<file path="src/rtl/spi_target_bridge.sv">
// SPI mode-0 target bridging host frames onto the valid/ready memory bus.
// SPI pins are oversampled and synchronized into the clk domain.
module spi_target_bridge #(
  parameter int          SYNC_STAGES = 2,
  parameter logic [31:0] FILL_WORD   = 32'hFFFF_FFFF
) (
  input  logic        clk,
  input  logic        rst,
  input  logic        spi_sclk,
  input  logic        spi_cs_n,
  input  logic        spi_mosi,
  output logic        spi_miso,
  output logic        spi_miso_oe,
  output logic        mem_valid,
  input  logic        mem_ready,
  output logic [31:0] mem_addr,
  output logic [31:0] mem_wdata,
  output logic [3:0]  mem_wstrb,
  input  logic [31:0] mem_rdata,
  output logic        busy
);

  typedef enum logic [3:0] {
    S_IDLE, S_CMD, S_ADDR, S_WDATA, S_WBUS,
    S_RBUS_DUMMY, S_RDATA, S_STAT, S_DROP
  } state_t;

  logic [SYNC_STAGES-1:0] r_sclk_s;
  logic [SYNC_STAGES-1:0] r_cs_s;
  logic [SYNC_STAGES-1:0] r_mosi_s;
  logic                   r_sclk_d;
  logic                   r_cs_d;

  state_t      r_state;
  logic [2:0]  r_bit_cnt;
  logic [1:0]  r_byte_cnt;
  logic [30:0] r_sr_in;
  logic [31:0] r_sr_out;
  logic        r_miso;
  logic        r_is_write;
  logic        r_late;
  logic        r_rd_done;
  logic [31:0] r_rdata;
  logic        r_mem_valid;
  logic [31:0] r_addr;
  logic [31:0] r_wdata;
  logic [3:0]  r_wstrb;

  logic        w_sclk;
  logic        w_cs_n;
  logic        w_mosi;
  logic        w_rise;
  logic        w_fall;
  logic        w_cs_fall;
  logic        w_byte_done;
  logic [31:0] w_word;
  logic        w_ack;
  logic        w_rd_ok;
  logic [31:0] w_rd_word;

  always_ff @(posedge clk or posedge rst) begin
    if (rst) begin
      r_sclk_s <= '0;
      r_cs_s   <= '1;
      r_mosi_s <= '0;
      r_sclk_d <= 1'b0;
      r_cs_d   <= 1'b1;
    end else begin
      r_sclk_s <= {r_sclk_s[SYNC_STAGES-2:0], spi_sclk};
      r_cs_s   <= {r_cs_s[SYNC_STAGES-2:0], spi_cs_n};
      r_mosi_s <= {r_mosi_s[SYNC_STAGES-2:0], spi_mosi};
      r_sclk_d <= w_sclk;
      r_cs_d   <= w_cs_n;
    end
  end

  assign w_sclk      = r_sclk_s[SYNC_STAGES-1];
  assign w_cs_n      = r_cs_s[SYNC_STAGES-1];
  assign w_mosi      = r_mosi_s[SYNC_STAGES-1];
  assign w_rise      = w_sclk & ~r_sclk_d & ~w_cs_n;
  assign w_fall      = ~w_sclk & r_sclk_d & ~w_cs_n;
  assign w_cs_fall   = ~w_cs_n & r_cs_d;
  assign w_byte_done = w_rise & (r_bit_cnt == 3'd7);
  assign w_word      = {r_sr_in, w_mosi};
  assign w_ack       = r_mem_valid & mem_ready;
  assign w_rd_ok     = w_ack | r_rd_done;
  assign w_rd_word   = w_ack ? mem_rdata : r_rdata;

  always_ff @(posedge clk or posedge rst) begin
    if (rst) begin
      r_state     <= S_IDLE;
      r_bit_cnt   <= 3'd0;
      r_byte_cnt  <= 2'd0;
      r_sr_in     <= '0;
      r_sr_out    <= '0;
      r_miso      <= 1'b0;
      r_is_write  <= 1'b0;
      r_late      <= 1'b0;
      r_rd_done   <= 1'b0;
      r_rdata     <= '0;
      r_mem_valid <= 1'b0;
      r_addr      <= '0;
      r_wdata     <= '0;
      r_wstrb     <= 4'h0;
    end else begin
      if (w_ack) begin
        r_mem_valid <= 1'b0;
        if (r_wstrb == 4'h0) begin
          r_rdata   <= mem_rdata;
          r_rd_done <= 1'b1;
        end
      end
      if (w_rise) begin
        r_bit_cnt <= r_bit_cnt + 3'd1;
        r_sr_in   <= w_word[30:0];
      end
      if (w_fall) begin
        if (r_state == S_DROP) begin
          r_miso <= 1'b0;
        end else begin
          r_miso   <= r_sr_out[31];
          r_sr_out <= {r_sr_out[30:0], 1'b0};
        end
      end
      if (w_byte_done && r_byte_cnt != 2'd3)
        r_byte_cnt <= r_byte_cnt + 2'd1;

      if (r_state == S_IDLE) begin
        if (w_cs_fall) begin
          r_bit_cnt  <= 3'd0;
          r_byte_cnt <= 2'd0;
          r_sr_out   <= '0;
          r_miso     <= 1'b0;
          r_rd_done  <= 1'b0;
          r_state    <= r_mem_valid ? S_DROP : S_CMD;
        end
      end else if (w_cs_n && !r_mem_valid) begin
        r_state <= S_IDLE;
      end else if (w_cs_fall) begin
        // new frame while the previous bus op is still outstanding
        r_bit_cnt <= 3'd0;
        r_sr_out  <= '0;
        r_miso    <= 1'b0;
        r_state   <= S_DROP;
      end else if (w_byte_done) begin
        unique case (r_state)
          S_CMD: begin
            r_byte_cnt <= 2'd0;
            unique case (w_word[7:0])
              8'h02: begin
                r_is_write <= 1'b1;
                r_state    <= S_ADDR;
              end
              8'h03: begin
                r_is_write <= 1'b0;
                r_state    <= S_ADDR;
              end
              8'h05: begin
                r_sr_out <= {r_late, 6'b0, r_mem_valid, 24'h0};
                r_late   <= 1'b0;
                r_state  <= S_STAT;
              end
              default: r_state <= S_DROP;
            endcase
          end
          S_ADDR: begin
            if (r_byte_cnt == 2'd3) begin
              r_addr     <= {w_word[31:2], 2'b00};
              r_byte_cnt <= 2'd0;
              if (r_is_write) begin
                r_state <= S_WDATA;
              end else begin
                r_wstrb     <= 4'h0;
                r_mem_valid <= 1'b1;
                r_state     <= S_RBUS_DUMMY;
              end
            end
          end
          S_WDATA: begin
            if (r_byte_cnt == 2'd3) begin
              r_wdata     <= w_word;
              r_wstrb     <= 4'hF;
              r_mem_valid <= 1'b1;
              r_state     <= S_WBUS;
            end
          end
          S_RBUS_DUMMY: begin
            r_byte_cnt <= 2'd0;
            r_state    <= S_RDATA;
            if (w_rd_ok) begin
              r_sr_out <= w_rd_word;
            end else begin
              r_sr_out <= FILL_WORD;
              r_late   <= 1'b1;
            end
          end
          default: ;
        endcase
      end
    end
  end

  assign spi_miso    = r_miso;
  assign spi_miso_oe = ~w_cs_n;
  assign mem_valid   = r_mem_valid;
  assign mem_addr    = r_addr;
  assign mem_wdata   = r_wdata;
  assign mem_wstrb   = r_wstrb;
  assign busy        = (r_state != S_IDLE);

endmodule

</file>
<file path="config.mk">
export PLATFORM = sky130hd
export DESIGN_NAME = spi_target_bridge
export DESIGN_NICKNAME = d
export VERILOG_FILES = /design/src/rtl/spi_target_bridge.sv
export SDC_FILE = /design/constraint.sdc
export NUM_CORES = 1
export LEC_CHECK = 0
export ABC_AREA = 1
export BUFFER_PORTS_ARGS = -buffer_cell sky130_fd_sc_hd__buf_4
export CORE_ASPECT_RATIO = 1.5
export CORE_UTILIZATION = 30
export CTS_BUF_LIST = sky130_fd_sc_hd__clkbuf_16
export CTS_CLUSTER_SIZE = 16
export DETAILED_ROUTE_END_ITERATION = 6
export PLACE_DENSITY = 0.48
export REMOVE_ABC_BUFFERS = 1
export SETUP_SLACK_MARGIN = 0.3
export SLEW_MARGIN = 0
export SYNTH_ARGS = -nofsm -noshare
export SYNTH_HDL_FRONTEND = slang
export SYNTH_SLANG_ARGS = --single-unit
</file>
<file path="constraint.sdc">
create_clock -name clk -period 5.9 [get_ports clk]
set_input_delay 0.295 -clock clk [delete_from_list [all_inputs] [get_ports clk]]
set_output_delay 0.295 -clock clk [all_outputs]
set_load 0.02 [all_outputs]
</file>
==> results_dict.tcl, run 1 <==
set metrics [dict create \
    io_pins 110 \
    rr_startpoint "r_cs_s[1]" \
    grt_max_degree 126 \
    synthXorXnorAreaFrac_pct 0.223 \
    synthSimpleGateAreaFrac_pct 20.9 \
    crit_top_cell "nand2_2" \
    ys.warnings.count 0 \
    vias 6136 \
    cp_max_fo 67 \
    ys_seq_area_share_pct 57.3 \
    ant_nets 0 \
    row_count 72 \
    yosysTopAreaCell "dfrtp_1" \
    clk_latency_ns 0.43 \
    max_cap_violations 0 \
    tns_ns 0 \
    clk_path_buf_depth 2 \
    critPathMaxStageDelay_ns 0.72 \
    wl_um 18600 \
    synth_async_sr_flop_share_pct 100 \
    cts_tree "built" \
    synth_fa_ha_area_share_pct 0.477 \
    vias_per_cell 4.47 \
    synthMuxAreaShare_pct 0 \
    post-route-drc-count 0 \
    n_fill_cell 2765 \
    dp_hpwl_um 11900 \
    dr.first_iter.drc_count 413 \
    postSynthCellCount 945 \
    power.internal_mw 2.01 \
    synth_top_family_by_area "simple AND/OR/NAND/NOR gates" \
    synth_top_area_share_pct 56.3 \
    dpl.cell_count 1339 \
    p_per_area_nw_per_um2 292 \
    timing.fmax_mhz 391 \
    status "finished, final reports clean" \
    cp-end-kind "flop" \
    worstSetupPathType "flop to flop" \
    hold_viol_final 0 \
    syn_area_um2 7860 \
    hold_class "input port to async pin" \
    htreeDepth 4 \
    grt_pass1_wl_um 31400 \
    p_seq_share_pct 48.0 \
    clock_sinks 180 \
    peakVddDrop_mv 0.206 \
    core_region_area_um2 25800 \
    die_y_um 200 \
    synth_edf_count 0 \
    wl_per_cell_um 13.6 \
    crit_buf_inv 2 \
    clk_pin_slew_ns 0.07 \
    p_total_mw 2.77 \
    slew_headroom_pct 24.8 \
    antenna_found_initial 0 \
    top_usage_layer "met2" \
    layout.nets 1069 \
    cp.required_ns 6.17 \
    synthToLayoutAreaGrowth_pct 20.6 \
    firstDrtPassIters 5 \
    synth_top_flop_cell "dfrtp_1" \
    io_buffer_count 107 \
    p_switching_mw 0.760 \
    clockPowerShare_pct 41.0 \
    drive_gt1_share_pct 15.6 \
    syn_area_per_cell_um2 8.32 \
    rsz0062_at_grt "false" \
    cts_buffers 17 \
    finClkSkew_ns 0.00889 \
    synthTopCellsByCount "327 x nand2_1, 177 x dfrtp_1, 162 x o21ai_0" \
    synth_area_leaders "dfrtp_1 56%, nand2_1 16%, o21ai_0 10%, inv_1 4.0%, nand3_1 2.7%" \
    grt_usage_pct 14.8 \
    crit_slowest_cell "nand2_2" \
    start_util_pct 30.5 \
    antennaDiodeCount 0 \
    met1_usage_pct 18.1 \
    layout_min_cycle_time_ns 2.56 \
    yosysMostFrequentCell "nand2_1" \
    critPathLaunch "r_cs_s[1]" \
    use_met3_pct 3.97 \
    cts-root-buf "clkbuf_16" \
    ys_ff_latch 180 \
    arrival_ns 2.83 \
    synth-compound-area-share_pct 13.4 \
    fp.dieW_um 134 \
    stdcell_count 1374 \
    gp_congestion 0.794 \
    setup_violations 0 \
    combPwrFrac_pct 11.0 \
    swShare_pct 27.5 \
    gr-usage-met2_pct 25.3 \
    ys_types 29 \
    tightestPinTransition_ns 1.13 \
    path_cells "nor2_1, nand2_2, buf_4, nor2_2, inv_2, nor2_4, nand2_2, o21ai_0" \
    fin_crit_sh_pct 43.4 \
    dieArea_um2 26900 \
    path_delay_family "simple AND/OR/NAND/NOR gates" \
    grt_pass1_vias 6066 \
    power.leakage_nw 4.76 \
    postCtsResizedCells 0 \
    startpoint_type "flop" \
    grt_overflow_total 0 \
    maxSlewViolCount 0 \
]
[through the flow]
stage | setup WS (ns) | instance area (um^2) | util (%) | hold WS (ns)
after floorplan | 0.723 | 7600 | - | 0.299
after global routing | 3.04 | 9480 | 36.8 | 0.0199
final | 3.34 | 9480 | 36.8 | 0.0298
after global placement | 3.38 | 8880 | 34.5 | 0.333
after detailed placement | 3.28 | 8880 | 34.5 | 0.337
after CTS | 3.28 | 9480 | 36.8 | 0.0272
[final cells by class]
type                            count  area, um^2  area share [%]
Sequential cell                   180        4510            47.5
Multi-Input combinational cell    624        2760            29.1
Timing Repair Buffer              116         878            9.26
Clock buffer                       17         425            4.49
Tap cell                          333         417            4.39
Inverter                           89         342            3.60
Clock inverter                     15         153            1.61
[cells in the final DEF (no fill, tap or decap), types with 5 or more instances in the layout]
cell type  netlist  routed
inv_6            0       5
nand3_1         42      42
nand2_1        327     326
nor2_1          25      24
a21oi_1          9       9
inv_1           83      83
nand2_2          4       5
o21ai_0        162     162
buf_4            9     113
clkbuf_16        0      17
dfrtp_1        177     177
o21ai_1         36      36
[routing by layer]
metal / share of wire (%) / up-vias
li1: - / 3155
met1: 44 / 2865
met2: 50 / 99
met3: 4.3 / 17
met4: 1.2 / 0
met5: 0 / -
[flip-flops by register name (all words and copies together), names as in the netlist]
register and count:
r_sclk_s 2, r_sclk_d 1, r_is_write 1, r_cs_s 2, r_late 1, r_state 4
r_sr_out 32, spi_miso 1, mem_wstrb 1, r_cs_d 1, r_bit_cnt 3, r_byte_cnt 2
r_mosi_s 2, r_sr_in 31, mem_wdata 32, mem_valid 1, r_rdata 32, mem_addr 30
r_rd_done 1
[power groups by stage]
stage          Clock [mW]  Combinational, mW  Sequential (mW)
2_1_floorplan           0              0.207             1.34
3_3_place_gp            0              0.312             1.35
3_5_place_dp            0              0.311             1.35
4_1_cts              1.18              0.313             1.33
5_1_grt              1.23              0.355             1.33
6_report             1.13              0.305             1.33
[worst paths after layout]
check	to	slack, ns	cells after the start
max in group asynchronous	r_rdata[0]	4.55	3
setup / recovery	mem_addr[27]	3.34	8
hold / removal	mem_wdata[11]	0.03	2
setup reg to reg	mem_addr[27]	3.34	8
min in group clk	mem_valid	0.05	2
hold reg to reg	r_sclk_s[1]	0.35	0
[kinds of logic (layout without fill, tap and decap cells)]
| logic type | count (synthesis) | after routing |
|---|---|---|
| flip-flops | 180 | 180 |
| AO/OA/AOI/OAI | 209 | 209 |
| AND/OR/NAND/NOR | 408 | 408 |
| XOR/XNOR | 2 | 2 |
| other | 1 | 2 |
| adder cells (fa/ha/maj) | 3 | 3 |
| buffers and inverters | 142 | 237 |
[repair_timing]
action,4_1_cts,5_1_grt
buffers inserted,0,0
hold buffers,3,0
endpoints found under the hold margin,3,0
Power figures use the tool's default switching activity.
==> inputs of run 2 (changes only) <==
--- a/config.mk
+++ b/config.mk
@@ -12,7 +12,7 @@
 export CTS_BUF_LIST = sky130_fd_sc_hd__clkbuf_16
 export CTS_CLUSTER_SIZE = 16
 export DETAILED_ROUTE_END_ITERATION = 6
-export PLACE_DENSITY = 0.48
+export PLACE_DENSITY = 0.5
 export REMOVE_ABC_BUFFERS = 1
 export SETUP_SLACK_MARGIN = 0.3
 export SLEW_MARGIN = 0
==> constraint.sdc (replaced) <==
create_clock -name clk -period 2.25 [get_ports clk]
set_input_delay 0.1125 -clock clk [delete_from_list [all_inputs] [get_ports clk]]
set_output_delay 0.1125 -clock clk [all_outputs]
set_load 0.02 [all_outputs]
==> results_dict.tcl, run 2 (synthesized netlist as in run 1, its figures left out) <==
set metrics [dict create \
    p_switching_mw 2.03 \
    swShare_pct 27.4 \
    dieArea_um2 26900 \
    slew_headroom_pct 60.9 \
    drive_gt1_share_pct 16.2 \
    power.leakage_nw 4.98 \
    rr_startpoint "r_bit_cnt[0]" \
    fin_crit_sh_pct 80.7 \
    cts_tree "built" \
    vias_per_cell 4.43 \
    cp.required_ns 2.62 \
    finClkSkew_ns 0.0138 \
    layout_min_cycle_time_ns 1.82 \
    wl_um 18600 \
    grt_usage_pct 14.8 \
    grt_pass1_wl_um 31700 \
    htreeDepth 4 \
    pre_cts_slack_ns 0.298 \
    maxSlewViolCount 0 \
    synthToLayoutAreaGrowth_pct 27.0 \
    wl_per_cell_um 13.1 \
    endpoint "r_sr_out[17]" \
    gp_congestion 0.773 \
    worstSetupPathType "flop to flop" \
    p_seq_share_pct 47.1 \
    r2r-end "r_sr_out[17]" \
    start_util_pct 30.5 \
    grt_pass1_vias 6383 \
    layout.nets 1114 \
    cp_max_fo 25 \
    firstDrtPassIters 5 \
    status "finished, final reports clean" \
    clockPowerShare_pct 40.8 \
    tightestPinTransition_ns 0.587 \
    grt_overflow_total 0 \
    ant_nets 0 \
    finish.utilization_pct 38.7 \
    dp_hpwl_um 12300 \
    grt_max_degree 74 \
    r2r_slack_ns 0.43 \
    cts-root-buf "clkbuf_16" \
    power.internal_mw 5.36 \
    antenna_found_initial 0 \
    fp.dieW_um 134 \
    final_area_um2 9980 \
    clock_sinks 180 \
    hold_class "input port to flop" \
    placed_cell_area_um2 9020 \
    clk_pin_slew_ns 0.08 \
    die_y_um 200 \
    final_cell_mix "326 x nand2_1, 177 x dfrtp_1, 160 x o21ai_0" \
    reg2reg_depth 11 \
    vias 6286 \
    rsz0062_at_grt "true" \
    post-route-drc-count 0 \
    setup_ws_ns 0.435 \
    peakVddDrop_mv 0.538 \
    arrival_ns 2.18 \
    combPwrFrac_pct 12.1 \
    cts_buffers 17 \
    clk_path_buf_depth 2 \
    tns_ns 0 \
    final_common_cell "nand2_1" \
    io_buffer_count 107 \
    antennaDiodeCount 0 \
    dr.first_iter.drc_count 431 \
    timing.fmax_mhz 551 \
    startpoint_type "flop" \
    timing.hold.ws_ns 0.0163 \
    hold_viol_final 0 \
    max_cap_violations 0 \
    io_pins 110 \
    p_per_area_nw_per_um2 740 \
    core_region_area_um2 25800 \
    row_count 72 \
    critPathLaunch "r_bit_cnt[0]" \
    setup_violations 0 \
    clk_latency_ns 0.44 \
    cp-end-kind "flop" \
]
==> run 2: cell count changes in the layout (fill, tap and decap cells not counted), sizes merged <==
cell / previous run / this run
dlygate4sd3: 3 / 36
buf: 113 / 125
clkinv: 7 / 4
inv: 94 / 96
clkinvlp: 1 / 2
==> run 2: timing repair <==
item / 4_1_cts / 5_1_grt
setup endpoints to repair: 25 / 55
hold buffers: 36 / 0
buffers inserted: 0 / 0
gates resized for setup: 2 / 5
pin swaps: 0 / 1
hold endpoints to repair: 102 / 0
==> run 2: critical path: stages (launching register included) <==
cell and delay (ns):
dfrtp_1 0.39, ha_1 0.20, ha_1 0.17, inv_1 0.06
nor2_2 0.06, nand2_2 0.12, clkinv_1 0.11, nand2_2 0.14
nand2_1 0.14, inv_6 0.20, nand2_1 0.07, nand2_1 0.07
==> run 2: stage by stage <==
step	cells	total power, mW
after floorplan	893	4.06
after global placement	1351	4.40
after detailed placement	1351	4.40
after CTS	1419	7.53
after global routing	1419	7.77
final	1419	7.38
==> run 2: area by class of cell <==
type / count / area (um^2)
Clock buffer: 17 / 425
Clock inverter: 15 / 168
Fill cell: 2710 / 15800
Inverter: 89 / 347
Multi-Input combinational cell: 624 / 2760
Sequential cell: 180 / 4510
Tap cell: 333 / 417
Timing Repair Buffer: 161 / 1360
==> run 2: worst min-delay path by stage <==
stage	from	end	slack (ns)	cells after the start
finish	mem_rdata[13]	r_rdata[13]	0.02	3
global placement	rst	mem_addr[9]	0.22	2
detailed placement	rst	r_rdata[17]	0.22	2
CTS	mem_rdata[13]	r_rdata[13]	0.009	3
floorplan	spi_cs_n	r_cs_s[0]	0.12	0
global route	mem_rdata[13]	r_rdata[13]	0.03	3
==> run 2: power by group through the flow <==
stage               Clock (mW)  Sequential [mW]  Combinational (mW)
detailed placement           0             3.54               0.867
finish                    3.01             3.48               0.893
CTS                       3.14             3.48               0.918
floorplan                    0             3.51               0.543
global route              3.25             3.50                1.02
global placement             0             3.53               0.864
==> run 2: metal layers <==
layer	wire (um)	track usage [%]	up-vias
li1	-	-	3246
met1	8330	18.0	2913
met2	9130	25.2	106
met3	755	3.49	21
met4	340	5.78	0
met5	0	0	-
==> inputs of run 3 (changes only) <==
--- a/config.mk
+++ b/config.mk
@@ -5,14 +5,14 @@
 export SDC_FILE = /design/constraint.sdc
 export NUM_CORES = 1
 export LEC_CHECK = 0
-export ABC_AREA = 1
+export ABC_AREA = 0
 export BUFFER_PORTS_ARGS = -buffer_cell sky130_fd_sc_hd__buf_4
 export CORE_ASPECT_RATIO = 1.5
 export CORE_UTILIZATION = 30
 export CTS_BUF_LIST = sky130_fd_sc_hd__clkbuf_16
 export CTS_CLUSTER_SIZE = 16
 export DETAILED_ROUTE_END_ITERATION = 6
-export PLACE_DENSITY = 0.5
+export PLACE_DENSITY = 0.48
 export REMOVE_ABC_BUFFERS = 1
 export SETUP_SLACK_MARGIN = 0.3
 export SLEW_MARGIN = 0
==> constraint.sdc (replaced) <==
create_clock -name clk -period 1.67 [get_ports clk]
set_input_delay 0.0835 -clock clk [delete_from_list [all_inputs] [get_ports clk]]
set_output_delay 0.0835 -clock clk [all_outputs]
set_load 0.02 [all_outputs]
==> results_dict.tcl, run 3 <==
set metrics [dict create \
    htreeDepth 4 \
    startpoint_type "flop" \
    core_region_area_um2 25900 \
    cp-end-kind "flop" \
    p_per_area_nw_per_um2 916 \
    synth_top_family_by_area "multiplexers" \
    dr.first_iter.drc_count 119 \
    timing.hold.ws_ns 0.187 \
    path_cells "ha_2, ha_4, nand4bb_4, nor2_4, nand3_4, buf_6, buf_12, mux2_2" \
    vias_per_cell 4.83 \
    clk_pin_slew_ns 0.07 \
    grt_usage_pct 15.4 \
    combPwrFrac_pct 21.2 \
    row_count 72 \
    crit_buf_inv 2 \
    synth_top_area_share_pct 55.4 \
    io_pins 110 \
    grt_pass1_vias 5948 \
    final_area_um2 11700 \
    p_switching_mw 3.02 \
    syn_area_um2 8000 \
    stdcell_count 1149 \
    grt_overflow_total 0 \
    finish.utilization_pct 45.0 \
    grt_max_degree 71 \
    synth_edf_count 0 \
    cp.required_ns 1.99 \
    dp_hpwl_um 12700 \
    firstDrtPassIters 4 \
    layout_min_cycle_time_ns 1.87 \
    use_met3_pct 4.06 \
    cts-root-buf "clkbuf_16" \
    finClkSkew_ns 0.00758 \
    synthMuxAreaShare_pct 21.7 \
    dieArea_um2 27300 \
    max_cap_violations 0 \
    synthToLayoutAreaGrowth_pct 46.0 \
    cts_tree "built" \
    yosysTopAreaCell "dfrtp_1" \
    wl_um 21200 \
    path_delay_family "simple AND/OR/NAND/NOR gates" \
    crit_slowest_cell "dfrtp_1" \
    gr-usage-met2_pct 27.7 \
    peakVddDrop_mv 0.722 \
    cp_max_fo 8 \
    synthTopCellsByCount "177 x dfrtp_1, 122 x mux2_2, 35 x o21ai_0" \
    r2r_slack_ns -0.20 \
    worstSetupPathType "flop to flop" \
    ys_ff_latch 180 \
    start_util_pct 30.8 \
    synth_fa_ha_area_share_pct 0.469 \
    clk_latency_ns 0.43 \
    drive_gt1_share_pct 55.9 \
    synthSimpleGateAreaFrac_pct 7.65 \
    synth_top_flop_cell "dfrtp_1" \
    ys.warnings.count 0 \
    fin_crit_sh_pct 112 \
    ys_types 61 \
    yosysMostFrequentCell "dfrtp_1" \
    synth_async_sr_flop_share_pct 100 \
    antennaDiodeCount 0 \
    timing.fmax_mhz 535 \
    synth_area_leaders "dfrtp_1 55%, mux2_2 17%, o22ai_2 4.7%, mux2i_1 4.1%, nand3b_1 3.2%" \
    status "complete, but fails checks" \
    p_total_mw 10.7 \
    reg2reg_depth 8 \
    top_usage_layer "met2" \
    clockPowerShare_pct 35.3 \
    ant_nets 0 \
    cts_buffers 17 \
    die_y_um 202 \
    post-route-drc-count 0 \
    wl_per_cell_um 18.5 \
    dpl.cell_count 1031 \
    rsz0062_at_grt "true" \
    clock_sinks 180 \
    violations "negative setup slack" \
    setup_violations 136 \
    io_buffer_count 107 \
    ys_seq_area_share_pct 56.4 \
    postSynthCellCount 573 \
    setup_ws_ns -0.198 \
    final_cell_mix "175 x dfrtp_1, 158 x buf_4, 91 x mux2_2" \
    swShare_pct 28.2 \
    hold_viol_final 0 \
    met1_usage_pct 17.1 \
    rr_startpoint "r_bit_cnt[0]" \
    vias 5555 \
    arrival_ns 2.19 \
    grt_pass1_wl_um 32200 \
    antenna_found_initial 0 \
    power.internal_mw 7.68 \
    layout.nets 844 \
    maxSlewViolCount 0 \
    syn_area_per_cell_um2 14.0 \
    fp.dieW_um 135 \
    final_common_cell "dfrtp_1" \
    hold_class "input port to async pin" \
    power.leakage_nw 5.54 \
    gp_congestion 0.784 \
    synth-compound-area-share_pct 9.95 \
    placed_cell_area_um2 9590 \
    r2r-end "mem_wdata[15]" \
    critPathMaxStageDelay_ns 0.36 \
    synthXorXnorAreaFrac_pct 0.329 \
    clk_path_buf_depth 2 \
    p_seq_share_pct 43.5 \
]
## run 3: cell types whose count changed after synthesis, moves of 5 or more
cell	change
nand2_1	-323
o21ai_0	-127
mux2_2	+122
inv_1	-73
nand3_1	-36
o21ai_1	-36
nand3b_1	+34
mux2i_1	+33
o22ai_2	+30
clkbuf_1	-24
nor2_1	-15
buf_2	+9
a21oi_1	-5
## run 3: cells by family (layout without fill, tap and decap cells)
logic type / count (synthesis) / after routing
flip-flops: 180 / 180
buffers and inverters: 52 / 294
AO/OA/AOI/OAI: 93 / 93
adder cells (fa/ha/maj): 3 / 3
multiplexers: 158 / 158
other: 1 / 2
AND/OR/NAND/NOR: 83 / 83
XOR/XNOR: 3 / 3
## run 3: cell type report
cell class | instances | area, um^2
clock inverter | 15 | 121
multi-input combinational | 342 | 3590
timing repair buffer | 252 | 2570
tap | 333 | 417
inverter | 10 | 45.0
sequential | 180 | 4510
clock buffer | 17 | 425
fill | 2371 | 14300
## run 3: routing by layer
layer / share of wire (%) / vias to the layer above
li1: - / 2550
met1: 40 / 2852
met2: 54 / 129
met3: 4.5 / 24
met4: 1.8 / 0
met5: 0 / -
## run 3: power by group through the flow
stage | Combinational (mW) | Clock (mW) | Sequential [mW]
after floorplan | 0.690 | 0 | 4.74
final | 2.27 | 3.77 | 4.65
after CTS | 1.93 | 3.91 | 4.65
after global routing | 2.42 | 4.07 | 4.67
after global placement | 1.49 | 0 | 4.70
after detailed placement | 1.51 | 0 | 4.71
## run 3: stage by stage
stage / setup TNS (ns) / setup WS [ns]
2_1_floorplan: -710.31 / -3.30
5_1_grt: -25.27 / -0.272
3_3_place_gp: -15.32 / -0.237
3_5_place_dp: -19.51 / -0.244
4_1_cts: -16.75 / -0.223
6_report: -16.03 / -0.198
## run 3: worst max path at each step
stage               slack (ns)  cells past startpoint            end    startpoint
floorplan                -3.30                      1   mem_addr[10]           rst
global placement         -0.24                      7  r_byte_cnt[0]  r_bit_cnt[0]
detailed placement       -0.24                      7     r_state[2]    r_state[1]
CTS                      -0.22                      4    r_sr_out[0]    r_state[1]
global route             -0.27                      8  mem_wdata[26]  r_bit_cnt[0]
finish                   -0.20                      8  mem_wdata[15]  r_bit_cnt[0]
## run 3: timing repair
action | in CTS | in global routing
hold endpoints to repair | 151 | 0
hold buffers | 37 | 0
pin swaps | 16 | 12
cloned | 8 | 6
endpoints found under the setup margin | 174 | 142
buffers inserted | 23 | 12
resized for setup | 68 | 57
## run 3: worst reg2reg max path: stages (launching register included)
cell and delay, ns:
dfrtp_1 0.36, ha_2 0.20, ha_4 0.15, nand4bb_4 0.16
nor2_4 0.18, nand3_4 0.12, buf_6 0.16, buf_12 0.14
mux2_2 0.29
